File: src/rtl/mem_loader_pkg.sv
// Shared types for the byte-stream image loader and its read window.
package mem_loader_pkg;

    // Encodings are fixed so firmware/debug tools can decode the state.
    typedef enum logic [1:0] {
        ST_LOAD  = 2'd0,
        ST_DONE  = 2'd1,
        ST_FAULT = 2'd2
    } state_t;

    localparam int BYTE_W = 8;

endpackage

File: src/rtl/mem_window.sv
// Combinational byte-window extraction plus legality check for a byte memory.
// The first requested byte lands in the top byte lane; unused lanes are zero.
module mem_window
    import mem_loader_pkg::*;
#(
    parameter int AW    = 6,
    parameter int DW    = 8,
    parameter int EXTRA = 4
) (
    input  logic [2**(AW+1)-1:0][DW-1:0] mem_i,
    input  logic                         done_i,
    input  logic [AW+1:0]                count_i,
    input  logic [AW:0]                  addr_i,
    input  logic [EXTRA-1:0]             extra_i,
    input  logic [AW:0]                  lower_i,
    input  logic [AW:0]                  upper_i,
    output logic [(2**EXTRA)*DW-1:0]     data_o,
    output logic                         error_o
);

    localparam int NB = 2**EXTRA;
    localparam int CW = AW + 2;

    logic [CW-1:0]         end_addr;
    logic [AW:0]           pos;
    logic [NB*DW-1:0]      win;

    // End address is one bit wider than the address so it can never wrap.
    assign end_addr = {1'b0, addr_i} + CW'(extra_i);

    always_comb begin
        error_o = 1'b0;
        if (!done_i)
            error_o = 1'b1;
        if (addr_i < lower_i)
            error_o = 1'b1;
        if (end_addr > {1'b0, upper_i})
            error_o = 1'b1;
        if (end_addr >= count_i)
            error_o = 1'b1;
    end

    always_comb begin
        win = '0;
        pos = '0;
        for (int k = 0; k < NB; k++) begin
            pos = addr_i + (AW+1)'(k);
            if (k <= int'(extra_i))
                win[(NB-1-k)*DW +: DW] = mem_i[pos];
        end
    end

    assign data_o = error_o ? '0 : win;

endmodule

File: src/rtl/mem_loader.sv
// Streams a byte image into local memory, then serves registered byte-window reads.
// Reads: 1-cycle latency, no handshake; loading stops accepting once DONE or FAULT.
module mem_loader
    import mem_loader_pkg::*;
#(
    parameter int AW    = 6,
    parameter int DW    = 8,
    parameter int EXTRA = 4
) (
    input  logic                     clk,
    input  logic                     reset,
    input  logic                     in_valid,
    input  logic [DW-1:0]            in_data,
    input  logic                     in_last,
    output logic                     in_ready,
    output logic                     loaded,
    output logic [AW+1:0]            load_count,
    input  logic [AW:0]              addr,
    input  logic [EXTRA-1:0]         extra,
    input  logic [AW:0]              lower_bound,
    input  logic [AW:0]              upper_bound,
    output logic [(2**EXTRA)*DW-1:0] data,
    output logic                     error
);

    localparam int DEPTH = 2**(AW+1);
    localparam logic [AW+1:0] FULL_CNT = {1'b1, {(AW+1){1'b0}}};

    state_t                       state_q;
    logic [AW+1:0]                count_q;
    logic                         in_ready_q;
    logic                         loaded_q;
    logic [(2**EXTRA)*DW-1:0]     data_q;
    logic                         error_q;
    logic [DEPTH-1:0][DW-1:0]     mem_q;

    logic                         wr_en;
    logic [(2**EXTRA)*DW-1:0]     data_d;
    logic                         error_d;

    assign wr_en = in_valid && (state_q == ST_LOAD) && !reset && (count_q != FULL_CNT);

    // The array has no reset: a reset mid-load only rewinds the write pointer.
    always_ff @(posedge clk) begin
        if (wr_en)
            mem_q[count_q[AW:0]] <= in_data;
    end

    always_ff @(posedge clk) begin
        if (reset) begin
            state_q    <= ST_LOAD;
            count_q    <= '0;
            in_ready_q <= 1'b1;
            loaded_q   <= 1'b0;
            data_q     <= '0;
            error_q    <= 1'b0;
        end else begin
            data_q  <= data_d;
            error_q <= error_d;
            case (state_q)
                ST_LOAD: begin
                    if (in_valid) begin
                        if (count_q == FULL_CNT) begin
                            state_q    <= ST_FAULT;
                            in_ready_q <= 1'b0;
                        end else begin
                            count_q <= count_q + (AW+2)'(1);
                            if (in_last) begin
                                state_q    <= ST_DONE;
                                in_ready_q <= 1'b0;
                                loaded_q   <= 1'b1;
                            end
                        end
                    end
                end
                default: begin
                end
            endcase
        end
    end

    // The window sees the pre-edge state, so a read on the completing edge still faults.
    mem_window #(
        .AW    (AW),
        .DW    (DW),
        .EXTRA (EXTRA)
    ) u_window (
        .mem_i   (mem_q),
        .done_i  (state_q == ST_DONE),
        .count_i (count_q),
        .addr_i  (addr),
        .extra_i (extra),
        .lower_i (lower_bound),
        .upper_i (upper_bound),
        .data_o  (data_d),
        .error_o (error_d)
    );

    assign in_ready   = in_ready_q;
    assign loaded     = loaded_q;
    assign load_count = count_q;
    assign data       = data_q;
    assign error      = error_q;

endmodule
File: config.mk
export PLATFORM = sky130hd
export DESIGN_NAME = mem_loader
export DESIGN_NICKNAME = d
export VERILOG_FILES = /design/src/rtl/mem_loader_pkg.sv /design/src/rtl/mem_window.sv /design/src/rtl/mem_loader.sv
export SDC_FILE = /design/constraint.sdc
export NUM_CORES = 2
export LEC_CHECK = 0
export CORE_UTILIZATION = 40
export DETAILED_ROUTE_END_ITERATION = 8
export PLACE_DENSITY_LB_ADDON = 0.2
export SLEW_MARGIN = 10
export SYNTH_ARGS = -nofsm -noshare
export SYNTH_HDL_FRONTEND = slang
export SYNTH_SLANG_ARGS = --single-unit
File: constraint.sdc
create_clock -name clk -period 6 [get_ports clk]
set_clock_uncertainty 0.2 [all_clocks]
set_input_delay 0.9 -clock clk [delete_from_list [all_inputs] [get_ports clk]]
set_output_delay 0.9 -clock clk [all_outputs]
set_load 0.02 [all_outputs]
== Word-level counts from Yosys, hierarchy flattened ==
Cells that the tools add are included.

* Add/sub/neg operators: 17
* Magnitude comparators: 36
* Equal/unequal tests: 3
* Mux-type cells: 43
* Bitwise logic cells: 16
* Reductions and logical operators: 26

{| class="wikitable"
|+ Operator list
! operator !! count
|-
| 1024-bit bitwise mux || 1
|-
| 8-bit binary-select mux with 7-bit select || 16
|-
| 7-bit by 8-bit < comparator with 1-bit output (second input constant) || 17
|-
| 8-bit two-way mux || 17
|-
| 7-bit by 4-bit adder with 7-bit output (second input constant) || 8
|-
| 8-bit demux with 7-bit select || 1
|-
| 3-bit OR reduction || 15
|-
| 4-bit less-or-equal comparator (first input constant) || 8
|-
| 7-bit by 3-bit adder with 7-bit output (second input constant) || 4
|-
| 3-bit by 4-bit less-or-equal comparator with 1-bit output (first input constant) || 4
|-
| 1-bit NOT || 16
|-
| 7-bit by 2-bit adder with 7-bit output (second input constant) || 2
|-
| 7-bit by 4-bit adder with 8-bit output || 1
|-
| 8-bit by 1-bit adder with 8-bit output (second input constant) || 1
|-
| 8-bit == test (second input constant) || 1
|-
| 8-bit >= comparator || 1
|-
| 8-bit by 7-bit greater-than comparator with 1-bit output || 1
|-
| 2-bit by 4-bit less-or-equal comparator with 1-bit output (first input constant) || 2
|-
| 8-bit inequality test (second input constant) || 1
|-
| 7-bit by 1-bit adder with 7-bit output (second input constant) || 1
|-
| 7-bit by 1-bit >= comparator with 1-bit output (second input constant) || 1
|-
| 7-bit < comparator || 1
|-
| 1-bit two-way mux || 6
|-
| 3-bit AND reduction || 2
|-
| 9 further kinds || 13
|}

* Flip-flop bits (word level): 1,165
* Input port bits: 37

== Longest topological paths before layout ==
* Word-level depth: 6
* Gate-level depth with buffers: 19
* Mapped depth without buffers: 14

== Hierarchy ==
A second synthesis with hierarchy kept.

* Cells, all modules: 8,027
* Area total of the unflattened synthesis: 99,116.3 um^2

{| class="wikitable"
|+ By module, submodules not included
! module !! instances !! cells each !! area each (um^2) !! sequential area each (um^2)
|-
| mem_window || 1 || 6,470 || 63,474.6 || 0.0
|-
| mem_loader || 1 || 1,557 || 35,641.7 || 33,572.2
|}

== Worst setup path before layout ==
No wires, ideal clock.

* Kind: in2reg
* From: in addr[0]
* To: reg data_q[84] (netlist: data[84])
* Setup time: 131 ps
* Data arrival time: 4,300 ps
* Path slack: 1,369 ps
* Stages on the path: 18
* Path through: buf_6 -> buf_6 -> inv_2 -> buf_4 -> buf_2 -> buf_2 -> buf_2 -> ha_1 -> buf_2 -> inv_2 -> buf_2 -> buf_2 -> buf_2 -> mux4_2 -> a21oi_1 -> o22ai_1 -> a2111oi_0 -> nor3_1

* Longest elaborated chain between the ends: 5
* Elaborated cells between the ends (all ways): 11
* Those cells by class: 2 x add/sub; 3 x order compare; 5 x mux; 1 x reduce/logical

{| class="wikitable"
|+ Ends and longest elaborated chain
! element !! RTL line !! RTL
|-
| start: declaration || mem_loader.sv:18 || <nowiki>input logic [AW:0] addr,</nowiki>
|-
| 7-bit by 4-bit adder with 8-bit output or 7-bit < comparator (tied branches) || mem_window.sv:29, mem_window.sv:35 ||
|-
| 8-bit by 7-bit greater-than comparator with 1-bit output or 1-bit two-way mux (tied branches) || mem_window.sv:37, mem_window.sv:35 ||
|-
| 1-bit two-way mux || mem_window.sv:37 || <nowiki>if (end_addr > {1'b0, upper_i})</nowiki>
|-
| 1-bit two-way mux || mem_window.sv:39 || <nowiki>if (end_addr >= count_i)</nowiki>
|-
| 3-bit OR reduction (no source line) || - ||
|-
| end signal: assignment || mem_loader.sv:58 || <nowiki>data_q <= data_d;</nowiki>
|-
| end: declaration || mem_loader.sv:33 || <nowiki>logic [(2**EXTRA)*DW-1:0] data_q;</nowiki>
|}

Parallel ways exist; a longest one is shown, timed or not. The select of a mux whose other input is x is not followed.
A chain may end at the register's enable or synchronous reset.

== Final worst setup path ==
* From: reg count_q[6] (netlist: load_count[6])
* To: reg mem_q[789] (netlist bit) (enable)

* Longest elaborated chain between the ends: 2

{| class="wikitable"
|+ Ends and longest elaborated chain
! element !! RTL line !! RTL
|-
| start: declaration || mem_loader.sv:30 || <nowiki>logic [AW+1:0] count_q;</nowiki>
|-
| start signal: assignment || mem_loader.sv:67 || <nowiki>count_q <= count_q + (AW+2)'(1);</nowiki>
|-
| 8-bit inequality test || mem_loader.sv:41 || <nowiki>assign wr_en = in_valid && (state_q == ST_LOAD) && !reset && (count_q != FULL_CNT);</nowiki>
|-
| 1-bit logical AND || mem_loader.sv:41 ||
|-
| end signal: indexed assignment || mem_loader.sv:46 || <nowiki>mem_q[count_q[AW:0]] <= in_data;</nowiki>
|-
| end: declaration || mem_loader.sv:35 || <nowiki>logic [DEPTH-1:0][DW-1:0] mem_q;</nowiki>
|}

Every way passes these cells.

==> results.md <==
* Status: finished with violations
* Violated checks: slew limit
* Initial antenna violation count at 64
* Avg WL per Cell at 54.83 um
* RSZ-0062 raised after global routing: false
* Hold buffer count at cts at 0
* Largest net degree at the start of global routing at 198
* Layout area overhead at 14.20%
* Fin. Hold Viols at 0
* Mux share of post-synthesis cell area at 35.84%
* CTS resizes at 0
* Area of the die at 235900 um^2
* Initial DRC Count at roughly 17000
* CP Max Fanout at 9
* Share of layout cells above drive strength 1 at around 29%
* Vias in the first global route at 79360
* Detail Route Antenna Nets at 0
* Chip Width at 485.7 um
* Bufs on Longest Clock Path at 3
* Number of cell rows at roughly 180
* Worst Tran Pin Value at about 1.6 ns
* Asr flop ratio synth at 0%
* Io pins at ~180
* CP required at around 6.3 ns
* VDD IR-drop max at 0.2933 mV
* Post-Syn Nets at 8163
* Kind of critical path: flip-flop to flip-flop
* Pwr per Cell Area at ~260 nW/um^2
* First-pass GRT wire length at 808200 um
* Area share of fa/ha/maj cells after synthesis at 0.5695%
* Yosys warns at 0
* Hold WS at 0.1422 ns
* Fmax at 193.3 MHz
* Switching share of total power at 39.43%
* Max Cap Viol at 0
* Reg area at 33570 um^2
* Top_reg_cell synth: edfxtp_1
* Fillcell total at 21250
* Largest family of logic cells by synthesized area: multiplexers
* Fin crit period at 5.174 ns
* Sequential Power Share at 31.8%
* Syn avg cell area at 11.58 um^2
* DRC viols at 0
* GPL Wtd Cong at 1.189
* Comb pwr share at around 36%
* Most common cell after layout, fill and taps aside: edfxtp_1
* Startpoint Class: flip-flop
* P_sw at 10.98 mW
* Slew Limit Fails at 2
* Drt pass-1 iters at 9
* Post-CTS Setup Bufs at 0
* P_int at 16.86 mW
* Register area share after synthesis at 35.87%
* Min-delay worst type: input pin to flip-flop
* Worst EP arrival at 5.43 ns
* Compound-gate portion of the synthesized area at 12.89%
* XOR/XNOR Fraction of Synth Area at 0.8984%
* # port buffers at 175
* Gr ovfl total at 0
* Post-synth EDFFs at 1024
* Setup TNS at 0 ns
* Top cell type's share of synthesized area at between 30% and 40%
* Area leader, netlist: edfxtp_1
* Clock power share at 32.6%
* Setup Viol. Count Final at 0
* Rel. slew slack at -6.495%
* Initial Util at 40.25%
* CORE AREA at 232500 um^2
* Root buf cell: clkbuf_16
* Inst Count DP at 11290
* Most frequent cells in the layout: 1024 x edfxtp_1, 869 x nor2_1, 867 x mux4_2
* CTS sink count at 1165
* CTS tree: done
* Drt via density at 7.607
* Gate Count Post-Synth at 8084
* Total GRT Usage at roughly 53%
* Post-DP HPWL at 508100 um
* Area occupied by multi-input gates at 56190 um^2
* Synth cell types at between 80 and 90
* Final cell count without fillers at 11600
* Die Ht at 485.7 um
* FF+latch count, synth at ~1200
* Nets at 8474
* Crit path capture type: flip-flop
* Routed WL at 636000 um
* Num CTS Buffers at around 140
* Synth Area in Simple Gates at 9.263%
* Detailed-route via count at 88230
* Clock Latency Late Sink at 0.89 ns
* Clock Pin Slew Worst Setup and Hold Paths at 0.06 ns
* Final period utilization at 86.23%
* H-tree depth at 4
* Top post-synthesis cells by area: edfxtp_1 33%, mux4_2 21%, mux2i_1 8.4%, mux2_2 6.5%, nor2_1 3.5%
* P_leak at approximately 37 nW
* Post-Syn Area at 93590 um^2
==> worst paths after layout <==
path / from / slack, ns / depth (start not counted) / endpoint
hold reg to reg: in_ready$_SDFFE_PP1P_ / 0.26 / 1 / in_ready$_SDFFE_PP1P_
setup reg to reg: load_count[6]$_SDFFE_PP0P_ / 0.83 / 10 / mem_q[789]$_DFFE_PP_
hold / removal: reset / 0.14 / 2 / loaded$_SDFFE_PP0P_
setup / recovery: load_count[6]$_SDFFE_PP0P_ / 0.83 / 10 / mem_q[789]$_DFFE_PP_
==> area by class of cell <==
cell class              instances  area share [%]
well taps                    3043           3.563
inverters                      75          0.2786
repair buffers                917           7.624
flip-flops and latches       1165           31.41
multi-input cells            6094           52.58
clock inverters                89          0.9085
clock buffers                 172           3.534
diodes                         44          0.1030
==> power by group through the flow <==
stage                     sequential (mW)  combinational (mW)  clock, mW
after detailed placement             9.01                9.26          0
after CTS                            8.84                9.29       9.04
final                                8.84                9.92       9.07
after global placement               9.01                9.28          0
after floorplan                      9.01                4.51          0
after global routing                 8.84                9.69       9.31
==> metal layers <==
layer | track usage (%) | share of wire, % | wire, um | vias to the layer above
li1 | - | - | - | 33310
met1 | 60.41 | 33 | 211700 | 44810
met2 | 73.68 | 40 | 256900 | 7969
met3 | 19.07 | 13 | 83630 | 2113
met4 | 55.39 | 13 | 83640 | 24
met5 | 0 | 0.026 | 165 | -
==> sequential cells by signal, summed over array words and instances (netlist names) <==
register,count
data,128
error,1
in_ready,1
load_count,8
loaded,1
mem_q,1024
state_q,2
==> synth_stat cells (41+ instances only) <==
cell / count
mux2_2: 544
a22o_1: 70
edfxtp_1: 1024
buf_4: 158
nor3_1: 138
ha_1: 41
xnor2_1: 58
o22ai_1: 368
nor2_1: 884
nor4_1: 49
a221oi_1: 84
mux2i_1: 781
buf_2: 209
or3_1: 63
a22oi_1: 84
mux4_2: 867
nand3_1: 96
o21ai_0: 136
clkbuf_1: 262
o211ai_1: 137
buf_6: 48
a21oi_1: 333
buf_1: 70
dfxtp_1: 141
inv_1: 71
nand2_1: 600
a211oi_1: 254
==> critical path, stage by stage, from the launching register on <==
cell	delay [ns]
dfxtp_1	0.66
nor2_1	0.09
buf_4	0.23
nand2_1	0.09
buf_4	0.37
nor3_1	0.15
nor2b_1	0.41
nor3b_1	0.59
nand2_1	0.58
buf_12	0.35
nor2_1	1.03
==> logic make-up after synthesis <==
group	Yosys count
mux	2197
simple gates	2008
compound gates	1757
flops	1165
buf+inv	825
xor+xnor	90
fa+ha+maj	42
==> metrics by stage <==
| stage | total power, mW | worst slack, ns | area, um^2 | utilization [%] |
|---|---|---|---|---|
| finish | 27.84 | 0.8264 | 106900 | 45.96 |
| global route | 27.84 | 0.8151 | 106800 | 45.92 |
| CTS | 27.17 | 1.173 | 106800 | 45.91 |
| detailed placement | 18.27 | 0.5705 | 102000 | 43.87 |
| global placement | 18.29 | 0.5993 | 102000 | 43.87 |
| floorplan | 13.52 | 1.369 | 93590 | - |
Power figures use the tool's default switching activity.
